==> src/rtl/mem_arb_pkg.sv <==
// Shared definitions for the unified instruction/data memory arbiter:
// bus command codes, FSM state encoding and transaction owner.
package mem_arb_pkg;

  localparam logic [1:0] BUS_NONE  = 2'b00;
  localparam logic [1:0] BUS_LOAD  = 2'b01;
  localparam logic [1:0] BUS_STORE = 2'b10;

  typedef enum logic [1:0] {IDLE, REQ, WAIT_RD, RESP} arb_state_t;

  typedef enum logic {OWN_IF, OWN_D} owner_t;

endpackage

==> src/rtl/mem_arbiter.sv <==
// Single-port memory arbiter: serialises IF fetches and MEM data accesses onto one
// memory port, data first, with a streak limit so fetch cannot starve.
module mem_arbiter
  import mem_arb_pkg::*;
#(
  parameter int STARVE_LIMIT = 4,
  parameter int TIMEOUT      = 255
) (
  input  logic        clk,
  input  logic        rst,
  input  logic [1:0]  if_cmd,
  input  logic [31:0] if_addr,
  output logic [31:0] if_rdata,
  output logic        if_ready,
  output logic        if_stall,
  input  logic [1:0]  d_cmd,
  input  logic [31:0] d_addr,
  input  logic [31:0] d_wdata,
  output logic [31:0] d_rdata,
  output logic        d_ready,
  output logic        d_stall,
  output logic [1:0]  mem_cmd,
  output logic [31:0] mem_addr,
  output logic [31:0] mem_wdata,
  input  logic        mem_ack,
  input  logic        mem_rvalid,
  input  logic [31:0] mem_rdata,
  output logic        bus_err,
  output logic [1:0]  dbg_state,
  output logic [7:0]  dbg_streak
);

  localparam int              SW         = $clog2(STARVE_LIMIT + 1);
  localparam logic [SW-1:0]   STREAK_MAX = SW'(STARVE_LIMIT);
  localparam logic [7:0]      WAIT_LAST  = 8'(TIMEOUT - 1);

  arb_state_t    state, state_nxt;
  owner_t        owner, grant_own;
  logic [1:0]    cmd_q;
  logic [31:0]   addr_q, wdata_q, if_rdata_q, d_rdata_q;
  logic [SW-1:0] streak_cnt, streak_nxt;
  logic [7:0]    wait_cnt;
  logic          if_req, d_req, grant, rd_done, rd_timeout;

  // Handshake: a requester raises cmd and holds cmd/addr/wdata until its ready
  // pulses for one cycle; memory holds mem_cmd stable until mem_ack, and read
  // data is taken only on mem_rvalid while waiting for it.
  always_comb begin
    if_req     = (if_cmd == BUS_LOAD);
    d_req      = (d_cmd == BUS_LOAD) || (d_cmd == BUS_STORE);
    state_nxt  = state;
    grant      = 1'b0;
    grant_own  = OWN_IF;
    rd_done    = 1'b0;
    rd_timeout = 1'b0;
    case (state)
      IDLE: begin
        if (if_req || d_req) begin
          grant     = 1'b1;
          state_nxt = REQ;
          if (d_req && (!if_req || streak_cnt < STREAK_MAX)) grant_own = OWN_D;
        end
      end
      REQ: begin
        if (mem_ack) state_nxt = (cmd_q == BUS_STORE) ? RESP : WAIT_RD;
      end
      WAIT_RD: begin
        if (mem_rvalid) begin
          rd_done   = 1'b1;
          state_nxt = RESP;
        end else if (wait_cnt == WAIT_LAST) begin
          rd_done    = 1'b1;
          rd_timeout = 1'b1;
          state_nxt  = RESP;
        end
      end
      RESP:    state_nxt = IDLE;
      default: state_nxt = IDLE;
    endcase

    // The streak only counts data wins that actually made fetch wait.
    streak_nxt = streak_cnt;
    if (!if_req || (grant && grant_own == OWN_IF)) streak_nxt = '0;
    else if (grant && streak_cnt != STREAK_MAX)    streak_nxt = streak_cnt + 1'b1;
  end

  always_ff @(posedge clk or negedge rst) begin
    if (!rst) begin
      state      <= IDLE;
      owner      <= OWN_IF;
      cmd_q      <= BUS_NONE;
      addr_q     <= '0;
      wdata_q    <= '0;
      if_rdata_q <= '0;
      d_rdata_q  <= '0;
      streak_cnt <= '0;
      wait_cnt   <= '0;
      bus_err    <= 1'b0;
    end else begin
      state      <= state_nxt;
      streak_cnt <= streak_nxt;
      if (grant) begin
        owner <= grant_own;
        if (grant_own == OWN_D) begin
          cmd_q   <= d_cmd;
          addr_q  <= d_addr;
          wdata_q <= d_wdata;
        end else begin
          cmd_q   <= BUS_LOAD;
          addr_q  <= if_addr;
          wdata_q <= '0;
        end
      end
      if (state == REQ && state_nxt == WAIT_RD)  wait_cnt <= '0;
      else if (state == WAIT_RD && !rd_done)     wait_cnt <= wait_cnt + 8'd1;
      // A timed-out read hands back zeros rather than whatever is on the bus.
      if (rd_done) begin
        if (owner == OWN_D) d_rdata_q  <= rd_timeout ? '0 : mem_rdata;
        else                if_rdata_q <= rd_timeout ? '0 : mem_rdata;
      end
      if (rd_timeout) bus_err <= 1'b1;
    end
  end

  assign mem_cmd    = (state == REQ) ? cmd_q : BUS_NONE;
  assign mem_addr   = addr_q;
  assign mem_wdata  = wdata_q;
  assign if_ready   = (state == RESP) && (owner == OWN_IF);
  assign d_ready    = (state == RESP) && (owner == OWN_D);
  assign if_stall   = if_req & ~if_ready;
  assign d_stall    = d_req & ~d_ready;
  assign if_rdata   = if_rdata_q;
  assign d_rdata    = d_rdata_q;
  assign dbg_state  = state;
  assign dbg_streak = 8'(streak_cnt);

endmodule
==> config.mk <==
export PLATFORM = sky130hd
export DESIGN_NAME = mem_arbiter
export DESIGN_NICKNAME = d
export VERILOG_FILES = /design/src/rtl/mem_arb_pkg.sv /design/src/rtl/mem_arbiter.sv
export SDC_FILE = /design/constraint.sdc
export NUM_CORES = 1
export LEC_CHECK = 0
export BUFFER_PORTS_ARGS = -buffer_cell sky130_fd_sc_hd__buf_4
export CAP_MARGIN = 20
export CELL_PAD_IN_SITES_DETAIL_PLACEMENT = 1
export CELL_PAD_IN_SITES_GLOBAL_PLACEMENT = 1
export CORE_MARGIN = 1
export CORE_UTILIZATION = 37
export DETAILED_ROUTE_END_ITERATION = 6
export PLACE_DENSITY_LB_ADDON = 0.1
export SLEW_MARGIN = 20
export SYNTH_ARGS = -nofsm -noshare
export SYNTH_HDL_FRONTEND = slang
export SYNTH_SLANG_ARGS = --single-unit
==> constraint.sdc <==
create_clock -name clk -period 2.3 [get_ports clk]
set_input_delay 0.46 -clock clk [delete_from_list [all_inputs] [get_ports clk]]
set_output_delay 0.46 -clock clk [all_outputs]
set_load 0.01 [all_outputs]
==> out/results.txt <==
First-pass GRT wire length: 36.1 mm
CP startpoint: dbg_state[1]
Filler Cell Count: 1935
Chip height: 139 µm
RePlAce Congestion: 0.844
Number of buffers added on ports: 275
Core Footprint: 18100 µm²
Post-DP HPWL: 15.9 mm
Clock Sinks: 145
Max transition margin: 56.2%
Yosys warns: 0
IR drop worst, VDD: 0.516 mV
Syn Area/Cell: 11.9 µm²
Register area: 3630 µm²
Synthesis-to-finish area growth: 43.7%
Multi-input logic area: 2890 µm²
Cell Area, Placed: 9210 µm²
Clock transition at path regs: 60 ps
Maximum clock frequency: 0.471 GHz
HP Class: input pin to async pin
Die area: 19200 µm²
Total I/O pin count: 281
H-tree depth: 4
Row cnt: 49
1st-pass router iterations: 7
PwrDens: 1190 nW/µm²
Antenna violation net count after detailed routing: 0
Final setup fails: 0
Worst-Margin Slew: 656 ps
Post-synthesis sequential area ratio: 52.6%
Crit end category: output port
Status: complete, but fails checks
Max cap viols: 0
Dpl cells: 1048
Total negative slack: 0 ps
Total Nets Final: 979
R2r startpoint: dbg_state[1]
Leak Pwr: 4.43 nW
Top_reg_cell synth: dfrtp_1
Setup Skew: 6.64 ps
Final cell count without fillers: 1082
Hold Worst Slack: -2.61 ps
CP Launch Type: register
Overflow left after global routing: 0
Unrepaired setup endpoints after global routing: false
Tot GR Track Use: 24.1%
Post-synth EDFFs: 0
Worst EP arrival: 1660 ps
Slew Limit Fails: 0
Worst Setup Path Type: register to output port
Initial Utilization: 38.1%
# hold bufs at CTS: 0
Die width: 139 µm
Cells after Synth: 579
Fraction of layout cells with a size suffix above 1: 41.9%
#FFs+latches synth: 145
Initial DRC count: 318
Synthesized area: 6900 µm²
Drc violations: 50
Worst-path fanout max: 13
Period Utilization, post-route: 92.4%
Design area: 9910 µm²
Via/cell ratio: 5.32
WL final: 22.5 mm
CTS Buffer Depth: 2
CTS buffer count: 17
Failing checks: design-rule violations, negative hold slack
Synth cell types: 49
CTS root buf: clkbuf_16
Final Hold Vio Count: 2
Post-route minimum period: 2120 ps
Largest net degree at the start of global routing: 65
Routed WL per cell: 20.8 µm
WP data required: 1840 ps
Ys async rst share: 100%
Skew-Pair Late Insertion Delay: 420 ps
Number of global-route vias before repair: 6260
Initial antenna violation count: 1
CTS tree: built
Via count of the routed design: 5757
-- registers in the layout, indices dropped and copies added (netlist names), 2 cells and up --
register / flops
streak_cnt: 3
cmd_q: 2
mem_addr: 32
wait_cnt: 8
if_rdata: 32
dbg_state: 2
mem_wdata: 32
d_rdata: 32
-- layout make-up --
cell class	instances	share of cell area, %
Antenna cell	1	0.0252
Sequential cell	145	36.6
Timing Repair Buffer	288	22.8
Inverter	42	1.59
Clock buffer	18	4.33
Multi-Input combinational cell	345	29.2
Tap cell	229	2.89
Clock inverter	14	2.54
-- kinds of logic after synthesis --
logic type,Yosys count,share of synthesized area [%]
simple gates,76,6.75
compound gates,190,22.3
xor+xnor,2,0.363
fa+ha+maj,4,0.726
mux,68,11.0
flops,145,52.6
buf+inv,93,6.17
other cells,1,0.0544
-- per-stage QoR --
step	power [mW]	util, %	setup WS [ps]
final	11.8	54.8	175
after global routing	12.4	54.8	60.3
after CTS	11.9	54.7	79.2
after detailed placement	8.62	50.9	230
after global placement	8.40	50.9	368
after floorplan	6.35	-	579
-- worst max-delay path, stage by stage, from the launching register on --
cell and delay [ps]:
dfrtp_1 510, nand2b_1 400, nor2_1 200, buf_4 140
-- final timing paths --
kind	end	slack, ps	cells past startpoint
min reg2reg	bus_err	460	1
max reg2reg	mem_addr[25]	420	4
min in group clk	mem_wdata[4]	270	2
max in group asynchronous	d_rdata[7]	1610	2
min	if_rdata[13]	-3	1
max	mem_cmd[1]	180	3
-- repair_timing --
action | in CTS | in global routing
setup endpoints to repair | 0 | 2
buffers inserted | 0 | 0
gates resized for setup | 0 | 1
-- cells in the final DEF, fill, tap and decap left out, types with 3 or more instances in the layout --
| cell | netlist | routed |
|---|---|---|
| a22o_1 | 32 | 32 |
| a21oi_1 | 6 | 5 |
| inv_1 | 41 | 41 |
| bufinv_16 | 0 | 6 |
| ha_1 | 4 | 4 |
| o31ai_1 | 5 | 5 |
| dfrtp_1 | 145 | 144 |
| nand2b_1 | 3 | 3 |
| nor3_1 | 5 | 5 |
| a21o_1 | 66 | 66 |
| inv_6 | 0 | 3 |
| mux2_1 | 34 | 34 |
| buf_4 | 10 | 279 |
| buf_12 | 0 | 7 |
| mux2_2 | 30 | 30 |
| nor2_1 | 7 | 7 |
| mux2i_1 | 4 | 4 |
| clkinv_4 | 0 | 3 |
| nand4_1 | 6 | 6 |
| a211oi_1 | 35 | 35 |
| and2_1 | 32 | 32 |
| conb_1 | 1 | 5 |
| a221o_1 | 32 | 32 |
| nand2_1 | 4 | 4 |
| clkbuf_16 | 0 | 17 |
| and3_1 | 6 | 6 |
-- report_power, final --
group | leakage, nW | switching (mW) | internal (mW)
logic | 2.50 | 2.06 | 2.39
clock network | 0.328 | 1.14 | 2.06
registers | 1.61 | 0.698 | 3.41
total | 4.43 | 3.91 | 7.86
-- cells in the mapped netlist, drive strengths merged (3+ instances only) --
cell type,instances,area share (%)
dfrtp,145,53
a21o,66,7.2
mux2,64,10
inv,41,2.2
a211oi,36,4.0
buf,35,3.0
a221o,32,4.6
a22o,32,4.1
and2,32,2.9
clkbuf,16,0.87
nor2,7,0.38
a21oi,6,0.44
and3,6,0.54
nand4,6,0.54
nor3,5,0.36
o31ai,5,0.54
ha,4,0.73
mux2i,4,0.58
nand2,4,0.22
o21ai,4,0.29
nand2b,3,0.27
nor3b,3,0.47
-- per-layer routing --
metal	GRT usage, %	part of all wire (%)	vias up	wire length, µm
met5	0	0	-	0
met4	9.52	2.8	0	618
met3	8.66	8.9	35	1990
met2	39.5	49	211	11000
met1	28.9	39	2871	8850
li1	-	-	2640	-
No activity file was read; power rests on OpenSTA's default activity.
